**config.mk**
```make
export PLATFORM = sky130hd
export DESIGN_NAME = beeper_dac_feeder
export DESIGN_NICKNAME = d
export VERILOG_FILES = /design/src/rtl/audio_pkg.sv /design/src/rtl/beeper_dac_feeder_if.sv /design/src/rtl/audio_st_hold.sv /design/src/rtl/beeper_dac_feeder.sv
export SDC_FILE = /design/constraint.sdc
export NUM_CORES = 1
export LEC_CHECK = 0
export CAP_MARGIN = 40
export CORE_MARGIN = 2
export CORE_UTILIZATION = 38
export DETAILED_ROUTE_END_ITERATION = 8
export PLACE_DENSITY = 0.62
export SLEW_MARGIN = 25
export SYNTH_ARGS = -nofsm -noshare
export SYNTH_HDL_FRONTEND = slang
export SYNTH_SLANG_ARGS = --single-unit
```
**constraint.sdc**
```tcl
create_clock -name clk_clk -period 9.15 [get_ports clk_clk]
set_clock_uncertainty 0.2 [all_clocks]
set_input_delay 2.745 -clock clk_clk [delete_from_list [all_inputs] [get_ports clk_clk]]
set_output_delay 2.745 -clock clk_clk [all_outputs]
set_load 0.02 [all_outputs]
```
**src/rtl/audio_pkg.sv**
```systemverilog
// Shared types and constants for the beeper/tape-to-PCM audio path.
package audio_pkg;

    typedef logic signed [15:0] sample_t;

    localparam int RECIP_SHIFT   = 24;
    localparam int BEEPER_WEIGHT = 3;
    localparam int TAPE_WEIGHT   = 1;
    localparam int OVR_W         = 8;

    // Fixed-point reciprocal that maps a full-period accumulator (0..4N) onto 0..2*AMP.
    function automatic longint unsigned calc_recip(
        input longint unsigned clk_hz,
        input longint unsigned sample_hz,
        input longint unsigned amp
    );
        longint unsigned n;
        longint unsigned den;
        longint unsigned num;
        n   = clk_hz / sample_hz;
        den = 64'd4 * n;
        num = (64'd1 << RECIP_SHIFT) * 64'd2 * amp;
        return (num + den / 64'd2) / den;
    endfunction

    function automatic logic signed [17:0] sext18(input sample_t v);
        return {{2{v[15]}}, v};
    endfunction

endpackage

```
**src/rtl/beeper_dac_feeder_if.sv**
```systemverilog
// Avalon-ST sample channel: data/valid from source, ready from sink.
interface beeper_dac_feeder_if;
    import audio_pkg::*;

    sample_t data;
    logic    valid;
    logic    ready;

    modport master (output data, output valid, input ready);
    modport slave  (input data, input valid, output ready);

endinterface

```
**src/rtl/audio_st_hold.sv**
```systemverilog
// One-entry Avalon-ST holding register; a load onto an unaccepted entry is an overrun.
module audio_st_hold
    import audio_pkg::*;
(
    input  logic                  clk_i,
    input  logic                  rst_ni,
    input  logic                  load_i,
    input  sample_t               data_i,
    beeper_dac_feeder_if.master   st,
    output logic                  overrun_o
);

    sample_t data_q;
    logic    valid_q;

    assign overrun_o = load_i && valid_q && !st.ready;

    // A load wins over an accept: the old entry is either taken this edge or dropped.
    always_ff @(posedge clk_i) begin
        if (!rst_ni) begin
            data_q  <= '0;
            valid_q <= 1'b0;
        end else if (load_i) begin
            data_q  <= data_i;
            valid_q <= 1'b1;
        end else if (valid_q && st.ready) begin
            valid_q <= 1'b0;
        end
    end

    assign st.data  = data_q;
    assign st.valid = valid_q;

endmodule

```
**src/rtl/beeper_dac_feeder.sv**
```systemverilog
// Box-filters beeper/tape levels over one sample period into signed PCM for both DAC channels.
// Optional high-pass DC blocker enabled by defining BEEPER_DAC_DC_BLOCK_EN.
module beeper_dac_feeder
    import audio_pkg::*;
#(
    parameter int CLK_HZ    = 50000000,
    parameter int SAMPLE_HZ = 48000,
    parameter int AMP       = 8192
) (
    input  logic              clk_clk,
    input  logic              reset_reset_n,
    input  logic              beeper_i,
    input  logic              tape_i,
    input  logic              mute_i,
    output logic [15:0]       to_dac_left_data,
    output logic              to_dac_left_valid,
    input  logic              to_dac_left_ready,
    output logic [15:0]       to_dac_right_data,
    output logic              to_dac_right_valid,
    input  logic              to_dac_right_ready,
    output logic [OVR_W-1:0]  overrun_count
);

    localparam int N      = CLK_HZ / SAMPLE_HZ;
    localparam int ACC_W  = $clog2(4 * N + 1);
    localparam int CNT_W  = (N > 1) ? $clog2(N) : 1;
    localparam int PROD_W = ACC_W + 64;
    localparam longint unsigned RECIP = calc_recip(64'(CLK_HZ), 64'(SAMPLE_HZ), 64'(AMP));

    logic [CNT_W-1:0] cnt_q;
    logic [ACC_W-1:0] acc_q;
    logic [ACC_W-1:0] acc_final;
    logic [ACC_W-1:0] s1_q;
    logic             s1_mute_q;
    logic             s1_vld_q;
    logic [2:0]       contrib;
    logic             tick;

    assign tick      = (cnt_q == CNT_W'(N - 1));
    assign contrib   = (beeper_i ? 3'(BEEPER_WEIGHT) : 3'd0) + (tape_i ? 3'(TAPE_WEIGHT) : 3'd0);
    assign acc_final = acc_q + ACC_W'(contrib);

    always_ff @(posedge clk_clk) begin
        if (!reset_reset_n) begin
            cnt_q     <= '0;
            acc_q     <= '0;
            s1_q      <= '0;
            s1_mute_q <= 1'b0;
            s1_vld_q  <= 1'b0;
        end else begin
            s1_vld_q <= tick;
            if (tick) begin
                cnt_q     <= '0;
                acc_q     <= '0;
                s1_q      <= acc_final;
                s1_mute_q <= mute_i;
            end else begin
                cnt_q <= cnt_q + CNT_W'(1);
                acc_q <= acc_final;
            end
        end
    end

    logic [PROD_W-1:0]  prod;
    logic [31:0]        scaled;
    logic signed [31:0] diff;
    sample_t            s2_raw;
    sample_t            s2_sample;

    assign prod = PROD_W'(s1_q) * PROD_W'(RECIP);

    // Scaled value spans 0..2*AMP; recentre around zero and clamp the rounding excursion.
    always_comb begin
        scaled = 32'(prod >> RECIP_SHIFT);
        diff   = $signed(scaled) - AMP;
        if (diff > AMP)       s2_raw = sample_t'(AMP);
        else if (diff < -AMP) s2_raw = sample_t'(-AMP);
        else                  s2_raw = sample_t'(diff);
        s2_sample = s1_mute_q ? '0 : s2_raw;
    end

    logic    load;
    sample_t load_data;

`ifdef BEEPER_DAC_DC_BLOCK_EN
    sample_t            x_prev_q;
    sample_t            y_prev_q;
    sample_t            y_q;
    logic               y_vld_q;
    logic signed [17:0] y_full;
    sample_t            y_sat;

    always_comb begin
        y_full = sext18(s2_sample) - sext18(x_prev_q) + sext18(y_prev_q) - sext18(y_prev_q >>> 8);
        if (y_full > 18'sd32767)       y_sat = 16'sh7FFF;
        else if (y_full < -18'sd32768) y_sat = 16'sh8000;
        else                           y_sat = y_full[15:0];
    end

    always_ff @(posedge clk_clk) begin
        if (!reset_reset_n) begin
            x_prev_q <= '0;
            y_prev_q <= '0;
            y_q      <= '0;
            y_vld_q  <= 1'b0;
        end else begin
            y_vld_q <= s1_vld_q;
            if (s1_vld_q) begin
                x_prev_q <= s2_sample;
                y_prev_q <= y_sat;
                y_q      <= y_sat;
            end
        end
    end

    assign load      = y_vld_q;
    assign load_data = y_q;
`else
    assign load      = s1_vld_q;
    assign load_data = s2_sample;
`endif

    beeper_dac_feeder_if left_st ();
    beeper_dac_feeder_if right_st ();

    logic ovr_l;
    logic ovr_r;

    audio_st_hold u_hold_left (
        .clk_i     (clk_clk),
        .rst_ni    (reset_reset_n),
        .load_i    (load),
        .data_i    (load_data),
        .st        (left_st),
        .overrun_o (ovr_l)
    );

    audio_st_hold u_hold_right (
        .clk_i     (clk_clk),
        .rst_ni    (reset_reset_n),
        .load_i    (load),
        .data_i    (load_data),
        .st        (right_st),
        .overrun_o (ovr_r)
    );

    assign left_st.ready      = to_dac_left_ready;
    assign right_st.ready     = to_dac_right_ready;
    assign to_dac_left_data   = left_st.data;
    assign to_dac_left_valid  = left_st.valid;
    assign to_dac_right_data  = right_st.data;
    assign to_dac_right_valid = right_st.valid;

    logic [OVR_W-1:0] ovr_q;
    logic [OVR_W-1:0] ovr_d;

    // Simultaneous overruns on both channels are one dropped sample.
    always_comb begin
        ovr_d = ovr_q;
        if ((ovr_l || ovr_r) && (ovr_q != {OVR_W{1'b1}})) ovr_d = ovr_q + OVR_W'(1);
    end

    always_ff @(posedge clk_clk) begin
        if (!reset_reset_n) ovr_q <= '0;
        else                ovr_q <= ovr_d;
    end

    assign overrun_count = ovr_q;

endmodule

```
==> results of run 1 <==
-- Yosys cell counts (3+ instances only) --
cell type  number  area share [%]
inv_1         196             9.5
ha_1          119              19
fa_1          105              27
dfxtp_1        64              17
nand2_1        46             2.2
nor2_1         32             1.5
a21oi_1        26             1.7
xor2_1         21             2.4
o21ai_0        19             1.2
nand3_1        18             1.2
buf_4          17             1.6
xnor2_1        16             1.8
and3_1         15             1.2
and2_1         14             1.1
clkbuf_1       14            0.68
a21o_1         11             1.1
o211a_1        11             1.4
nor2b_1        10            0.81
nand2b_1        6            0.48
nand4_1         6            0.48
a31oi_1         5            0.40
mux2i_1         5            0.64
nor3_1          5            0.32
or3_1           5            0.40
a211oi_1        4            0.39
a21boi_0        4            0.39
and4_1          4            0.45
a32o_1          3            0.39
nor3b_1         3            0.29
o211ai_1        3            0.29
o21a_1          3            0.29
-- final cells by class --
cell class              instances  area (µm²)
inverters                     196       735.7
clock buffers                  11       252.7
clock inverters                 5       38.79
multi-input cells             542        5567
repair buffers                 52       521.8
well taps                     270       337.8
fillers                      2016       11430
flip-flops and latches         64        1281
-- per-layer routing --
layer | track usage (%) | up-vias | share of wire (%)
met4 | 5.000 | 0 | 1.9
met3 | 2.236 | 15 | 3.5
met2 | 26.38 | 81 | 46
met1 | 21.71 | 2615 | 48
li1 | - | 2713 | -
met5 | 0 | - | 0
-- final timing paths --
kind / depth (start not counted) / slack [ns] / end
setup / recovery: 23 / 1.57 / u_hold_right.st.data[11]
hold / removal: 1 / 0.27 / cnt_q[0]
setup reg to reg: 23 / 1.57 / u_hold_right.st.data[11]
hold reg to reg: 1 / 0.27 / cnt_q[0]
-- critical path, stage by stage (launching register included) --
cell      delay, ns
dfxtp_1        0.46
fa_1           0.78
inv_1          0.15
fa_1           0.55
inv_1          0.05
fa_1           0.50
fa_1           0.54
inv_1          0.05
fa_1           0.52
inv_1          0.04
ha_1           0.36
and3_1         0.19
nand2_1        0.08
nor2_1         0.05
a211oi_1       0.60
nand2_1        0.21
a311oi_2       0.37
xor2_1         0.13
ha_1           0.25
xnor2_1        0.13
nor2_1         0.19
nand2_1        0.31
or4b_2         0.69
nand3_1        0.10
-- logic make-up after synthesis --
group,count (synthesis),share of synthesized area [%]
muxes,5,0.6447
buffers and inverters,227,11.80
xor gates and xnor gates,37,4.174
DFF,64,16.50
AOI/OAI and AO/OA,107,9.621
adders and majority gates,224,46.25
and+or+nand+nor,169,11.01
-- registers in the layout, indices dropped and copies added, names as in the netlist --
register	cells
acc_q	13
u_hold_right.st.valid	1
overrun_count	8
cnt_q	11
s1_q	13
u_hold_left.st.valid	1
u_hold_right.st.data	15
s1_mute_q	1
load	1
-- metrics by stage --
stage | area [µm²] | std cells
after CTS | 8727 | 1139
after global placement | 8409 | 1121
final | 8735 | 1140
after global routing | 8735 | 1140
after floorplan | 7764 | 833
after detailed placement | 8436 | 1123
-- power by group --
part / switching (mW) / internal (mW)
clock network: 0.135 / 0.199
registers: 0.00393 / 0.283
logic: 0.0152 / 0.0121
total: 0.154 / 0.495
==> results.py, run 1 <==
metrics = {
    "global_route": {
        "grt_pass1_wl_um": 27520,
        "antenna_found_initial": 0,
        "grt_pass1_vias": 5624,
        "grt_max_degree": 33,
        "track_usage_pct": 15.93,
        "grt-ovfl-total": 0,
    },
    "worst_hold_path": {
        "hold_start": "cnt_q[0]",
        "hp-class": "reg2reg",
    },
    "yosys": {
        "ys_seq_area_share_pct": 16.50,
        "yosys_warnings": 0,
        "synth_nets": 1064,
        "ys_ff_latch": 64,
        "postSynthAreaPerCell_um2": 9.320,
        "async_flop_share_pct": 0,
        "synth-edff-count": 0,
        "synth_cell_types": 51,
        "ys.flop_type": "dfxtp_1",
        "syn-cell-area_um2": 7764,
        "synth_cells": 833,
    },
    "route": {
        "drc": 0,
        "wire_per_inst_um": 14.12,
        "ant_nets": 0,
        "dr.pass1.iters": 4,
        "drt_iter0_markers": 192,
        "vias": 5424,
        "routed_wl_um": 16100,
        "vias_per_cell": 4.758,
    },
    "die": {
        "rows": 52,
        "die_area_um2": 21590,
        "core_um2": 20170,
        "start_util_pct": 38.49,
        "num_io_pins": 49,
        "die_x_um": 146.9,
        "die_y_um": 146.9,
    },
    "cells_and_area": {
        "fin_nets": 1096,
        "area_growth_pct": 12.51,
        "layout_common_cells": "196 x inv_1, 119 x ha_1, 105 x fa_1",
        "num_antenna_cells": 0,
        "final_util_pct": 43.31,
        "final_common_cell": "inv_1",
        "drive_above_1_share_pct": 2.989,
    },
    "cts": {
        "cts.htree.levels": 3,
        "numCtsBuffers": 9,
        "cts_sinks": 64,
        "clk_latency_ns": 0.35,
        "cts-resized-gates": 0,
        "cts_tree": "yes",
        "clk_path_buf_depth": 2,
        "post_cts.repair.setup_buffers": 0,
        "cts_hold_buf": 0,
        "ctsRootBufferMaster": "clkbuf_16",
        "clkTransAtPathRegs_ns": 0.06,
    },
    "worst_setup_path": {
        "crit_path_end_kind": "flop",
        "cp.required_ns": 9.23,
        "crit_path_max_fanout": 13,
        "cp.arrival_ns": 7.66,
        "r2r-start": "s1_q[10]",
        "startpoint": "s1_q[10]",
        "cp-start-kind": "flop",
        "crit_type": "reg2reg",
    },
    "sta": {
        "tightest_slew_ns": 0.6882,
        "max_clock_freq_ghz": 0.1320,
        "hold_slack_ns": 0.2688,
        "slew_violations": 0,
        "setup_slack_ns": 1.573,
        "relSlewSlack_pct": 53.84,
        "tns_ns": 0,
        "min_period_over_period_pct": 82.80,
        "rsz0062_at_grt": "false",
        "fin_crit_ns": 7.577,
        "hold_viol": 0,
        "setup_viol": 0,
    },
    "place": {
        "place_congestion": 0.8669,
        "place_ws_ns": 1.584,
        "dp_hpwl_um": 13790,
        "port_buffers": 48,
    },
    "pwr": {
        "ir_worst_vdd_mv": 0.07789,
        "leakage_nw": 4.635,
        "total_power_uw": 648.8,
        "powerDensity_nw_per_um2": 74.28,
    },
    "job": {
        "cap_violations": 0,
    },
    "outcome": {
        "status": "completed",
    },
}
(Power assumes the default switching activity.)
==> run 2, diff against run 1 <==
Settings changed: PLACE_DENSITY 0.62 to 0.64.
Clock period 9.15 ns to 6.5 ns, I/O delays scaled along.
==> results.py, run 2 (synthesis gave the netlist of run 1 again) <==
metrics = {
    "sta": {
        "setup_viol": 0,
        "max_clock_freq_ghz": 0.1608,
        "min_period_over_period_pct": 95.66,
        "relSlewSlack_pct": 55.63,
        "hold_viol": 0,
        "slew_violations": 0,
        "fin_crit_ns": 6.218,
        "tightest_slew_ns": 0.6488,
    },
    "pwr": {
        "leakage_nw": 5.003,
        "total_power_mw": 1.014,
        "powerDensity_nw_per_um2": 106.9,
        "ir_worst_vdd_mv": 0.1837,
    },
    "route": {
        "ant_nets": 0,
        "routed_wl_um": 16910,
        "wire_per_inst_um": 14.10,
        "vias": 5632,
        "dr.pass1.iters": 4,
        "drt_iter0_markers": 261,
        "drc": 0,
        "vias_per_cell": 4.697,
    },
    "cells_and_area": {
        "drive_above_1_share_pct": 13.46,
        "largest_reg_flops": 15,
        "final_util_pct": 47.02,
        "final_common_cell": "inv_1",
        "multi_input_area_um2": 5797,
        "fin_nets": 1155,
        "layoutNonFillerInstCount": 1199,
        "fillers": 1937,
        "register_area_um2": 1295,
        "layout_common_cells": "196 x inv_1, 107 x ha_1, 102 x fa_1",
        "area_growth_pct": 22.16,
        "num_antenna_cells": 0,
    },
    "worst_setup_path": {
        "r2r_cells": 27,
        "cp.arrival_ns": 6.24,
        "cp.required_ns": 6.52,
        "rrSetupSlack_ns": 0.28,
        "cp-start-kind": "flop",
        "crit_path_end_kind": "flop",
        "r2r-end": "u_hold_right.st.data[9]",
        "crit_path_max_fanout": 5,
        "r2r-start": "s1_q[5]",
        "crit_type": "reg2reg",
    },
    "die": {
        "core_um2": 20170,
        "die_x_um": 146.9,
        "die_y_um": 146.9,
        "num_io_pins": 49,
        "start_util_pct": 38.49,
        "rows": 52,
        "die_area_um2": 21590,
    },
    "place": {
        "port_buffers": 48,
        "place_congestion": 0.8717,
        "dp_cells": 1177,
        "dp_hpwl_um": 13950,
    },
    "global_route": {
        "grt_pass1_vias": 5812,
        "track_usage_pct": 16.13,
        "antenna_found_initial": 0,
        "grt-ovfl-total": 0,
        "grt_max_degree": 33,
        "grt_pass1_wl_um": 28110,
    },
    "cts": {
        "ctsRootBufferMaster": "clkbuf_16",
        "numCtsBuffers": 9,
        "cts_tree": "yes",
        "clkTransAtPathRegs_ns": 0.06,
        "clk_path_buf_depth": 2,
        "cts.htree.levels": 3,
        "clk_latency_ns": 0.34,
        "cts_sinks": 64,
    },
    "worst_hold_path": {
        "hold_start": "cnt_q[0]",
        "min_path_cells": 1,
        "hp-class": "reg2reg",
        "whs_endpoint": "cnt_q[0]",
    },
    "outcome": {
        "status": "completed",
    },
    "job": {
        "cap_violations": 0,
    },
}
==> run 2: cell count changes in the layout (fill, tap and decap cells not counted), moves of 3 or more <==
cell       previous run  this run
a21oi_2               1         4
buf_4                 2        59
a21oi_1              26        23
ha_2                  0         3
ha_1                119       107
fa_2                  0         3
nand2_1              46        43
bufinv_16             0         3
dfxtp_1              64        57
ha_4                  0         9
fa_1                105       102
dfxtp_2               0         5
==> run 2: metal layers <==
metal	global-route usage (%)	vias to the layer above	wire length, µm
li1	-	2832	-
met1	21.27	2719	8012
met2	27.16	69	8052
met3	3.199	12	644
met4	4.423	0	197
met5	0	-	0
==> run 2: area by class of cell <==
| cell class | count | area share, % |
|---|---|---|
| Clock buffer | 9 | 2.375 |
| Clock inverter | 7 | 1.319 |
| Timing Repair Buffer | 111 | 10.21 |
| Inverter | 196 | 7.757 |
| Sequential cell | 64 | 13.65 |
| Multi-Input combinational cell | 542 | 61.12 |
| Tap cell | 270 | 3.562 |
==> run 2: worst max-delay path, cell delays in order, from the launching register on <==
cell	delay [ns]
dfxtp_4	0.36
fa_2	0.48
buf_4	0.15
ha_1	0.29
inv_1	0.07
fa_1	0.54
inv_1	0.07
fa_1	0.53
inv_1	0.05
fa_1	0.53
inv_1	0.05
ha_1	0.29
and3_4	0.20
nor3b_4	0.20
nand2_1	0.08
a21o_1	0.20
a21o_4	0.24
a21boi_2	0.16
o21ai_2	0.08
o211ai_1	0.25
ha_2	0.24
xnor2_1	0.11
nor2_1	0.08
buf_4	0.14
and2_4	0.17
and2_1	0.13
a31oi_1	0.16
nand3_1	0.08
==> run 2: worst max path at each step <==
| stage | depth (start not counted) | from | slack, ns | end |
|---|---|---|---|---|
| 6_report | 27 | s1_q[5] | 0.28 | u_hold_right.st.data[9] |
| 2_1_floorplan | 23 | s1_q[10] | 0.02 | u_hold_right.st.data[11] |
| 4_1_cts | 26 | s1_q[3] | 0.03 | u_hold_right.st.data[9] |
| 3_3_place_gp | 25 | s1_q[3] | 0.13 | u_hold_right.st.data[11] |
| 5_1_grt | 27 | s1_q[5] | -0.04 | u_hold_right.st.data[9] |
| 3_5_place_dp | 27 | s1_q[3] | 0.02 | u_hold_right.st.data[9] |
==> run 2: stage by stage <==
step,worst slack [ns],TNS [ns],hold slack [ns],cell area [µm²]
6_report,0.2823,0,0.2609,9484
5_1_grt,-0.03769,-0.03769,0.3001,9484
4_1_cts,0.03161,0,0.2656,9196
3_5_place_dp,0.02368,0,0.2512,8838
3_3_place_gp,0.1322,0,0.2416,8827
2_1_floorplan,0.01821,0,0.2300,7769
==> run 2: timing repair <==
action	in CTS	in global routing
pin swaps	0	28
buffers inserted	0	4
endpoints found under the setup margin	1	13
resized for setup	2	49
hold buffers	0	0
==> run 2: power by group <==
| group | switching [mW] | leakage (nW) | internal, mW |
|---|---|---|---|
| clock | 0.194 | 0.171 | 0.379 |
| combinational | 0.0214 | 4.31 | 0.0164 |
| sequential | 0.00570 | 0.521 | 0.398 |
| total | 0.221 | 5.00 | 0.793 |
==> run 3, diff against run 2 <==
Settings changed: CORE_MARGIN 2 to 3, MAX_ROUTING_LAYER set to met4.
==> results.py, run 3 (synthesis gave the netlist of run 1 again) <==
metrics = {
    "outcome": {
        "status": "completed",
    },
    "sta": {
        "relSlewSlack_pct": 60.54,
        "slew_violations": 0,
        "max_clock_freq_ghz": 0.1611,
        "tns_ns": 0,
        "hold_viol": 0,
        "tightest_slew_ns": 0.5770,
        "setup_viol": 0,
        "fin_crit_ns": 6.206,
        "hold_slack_ns": 0.2539,
        "min_period_over_period_pct": 95.47,
    },
    "worst_setup_path": {
        "cp.arrival_ns": 6.22,
        "cp.required_ns": 6.52,
        "crit_path_end_kind": "flop",
        "r2r-end": "u_hold_right.st.data[11]",
        "r2r_cells": 26,
        "cp-start-kind": "flop",
        "r2r-start": "s1_q[12]",
        "crit_type": "reg2reg",
        "crit_path_max_fanout": 12,
        "rrSetupSlack_ns": 0.29,
    },
    "cells_and_area": {
        "final_util_pct": 47.62,
        "fin_nets": 1159,
        "final_common_cell": "inv_1",
        "fin_area_um2": 9420,
        "area_growth_pct": 21.34,
        "num_antenna_cells": 0,
        "drive_above_1_share_pct": 13.29,
        "layoutNonFillerInstCount": 1198,
        "largest_reg_flops": 15,
        "fillers": 1866,
        "layout_common_cells": "192 x inv_1, 110 x ha_1, 102 x fa_1",
    },
    "global_route": {
        "grt_pass1_wl_um": 28570,
        "grt_max_degree": 33,
        "grt-ovfl-total": 0,
        "track_usage_pct": 16.44,
        "antenna_found_initial": 0,
        "grt_pass1_vias": 5978,
    },
    "cts": {
        "clk_path_buf_depth": 2,
        "numCtsBuffers": 9,
        "cts.htree.levels": 3,
        "ctsRootBufferMaster": "clkbuf_16",
        "clkTransAtPathRegs_ns": 0.06,
        "cts_tree": "yes",
        "clk_latency_ns": 0.34,
        "cts_sinks": 64,
    },
    "route": {
        "dr.pass1.iters": 4,
        "drc": 0,
        "drt_iter0_markers": 188,
        "routed_wl_um": 16630,
        "wire_per_inst_um": 13.88,
        "vias": 5658,
        "vias_per_cell": 4.723,
        "ant_nets": 0,
    },
    "job": {
        "cap_violations": 0,
    },
    "worst_hold_path": {
        "hp-class": "reg2reg",
        "hold_start": "cnt_q[0]",
        "whs_endpoint": "cnt_q[0]",
        "min_path_cells": 1,
    },
    "pwr": {
        "ir_worst_vdd_mv": 0.1638,
        "powerDensity_nw_per_um2": 103.1,
        "leakage_nw": 4.966,
    },
    "die": {
        "die_y_um": 148.9,
        "core_um2": 19780,
        "start_util_pct": 39.25,
        "die_area_um2": 22180,
        "rows": 51,
        "die_x_um": 148.9,
        "num_io_pins": 49,
    },
    "place": {
        "dp_cells": 1179,
        "place_congestion": 0.9032,
        "placed_cell_area_um2": 8892,
        "dp_hpwl_um": 14140,
        "port_buffers": 48,
    },
}
[run 3: changes by cell type in the layout (fill, tap and decap cells not counted), moves of 2 or more]
cell     before  now
nand2_1      43   45
inv_1       196  192
inv_2         0    4
ha_1        107  110
dfxtp_2       5    7
buf_4        59   62
ha_4          9    7
[run 3: where the power goes]
part           leakage [nW]  switching [mW]  total, mW  internal, mW
Sequential            0.521         0.00513      0.404         0.398
Clock                 0.157           0.191      0.530         0.339
Combinational          4.29          0.0208     0.0372        0.0164
[run 3: what timing repair did]
action                                 in CTS  in global routing
setup buffers                               0                  2
endpoints found under the hold margin       0                  0
pin swaps                                   1                 25
hold buffers                                0                  0
setup endpoints to repair                   2                  9
gates resized for setup                     3                 41
[run 3: metal layers]
metal	GRT usage (%)	share of wire, %	vias up
met4	3.295	1.5	0
met2	26.95	47	76
met5	-	0	-
li1	-	-	2830
met1	21.55	48	2728
met3	3.008	3.2	24
[run 3: per-stage QoR]
| step | total power, mW | setup WS [ns] |
|---|---|---|
| after floorplan | 0.4376 | 0.01821 |
| after global placement | 0.4483 | 0.09777 |
| after detailed placement | 0.4502 | 0.01311 |
| after CTS | 0.9852 | 0.005546 |
| after global routing | 1.011 | -0.02009 |
| final | 0.9709 | 0.2945 |
[run 3: cell type report]
class	count	area (µm²)	area share, %
clock buffers	9	225.2	2.391
clock inverters	7	102.6	1.089
inverters	196	735.7	7.810
multi-input cells	542	5729	60.82
flip-flops and latches	64	1294	13.73
well taps	265	331.6	3.520
repair buffers	115	1002	10.64
[run 3: worst max-delay path by stage]
stage / from / end / slack (ns) / depth (start not counted)
6_report: s1_q[12] / u_hold_right.st.data[11] / 0.29 / 26
5_1_grt: s1_q[1] / u_hold_right.st.data[11] / -0.02 / 27
4_1_cts: s1_q[10] / u_hold_right.st.data[11] / 0.006 / 24
3_5_place_dp: s1_q[10] / u_hold_right.st.data[9] / 0.01 / 26
3_3_place_gp: s1_q[10] / u_hold_right.st.data[11] / 0.1 / 24
2_1_floorplan: s1_q[10] / u_hold_right.st.data[11] / 0.02 / 23
[run 3: worst max-delay path, stage by stage, from the launching register on]
cell	delay [ns]
dfxtp_2	0.34
fa_2	0.60
inv_2	0.07
fa_1	0.53
inv_1	0.05
fa_1	0.48
fa_1	0.54
inv_1	0.05
fa_1	0.53
inv_1	0.06
ha_4	0.26
and3_4	0.15
nand2_1	0.09
nor2_1	0.06
a211oi_2	0.17
buf_4	0.18
nand2_2	0.08
a311oi_4	0.35
xor2_1	0.19
ha_2	0.21
xnor2_1	0.11
nor2_1	0.08
nand2_1	0.10
buf_6	0.16
nor3_1	0.06
a221oi_1	0.27
nand3_1	0.10
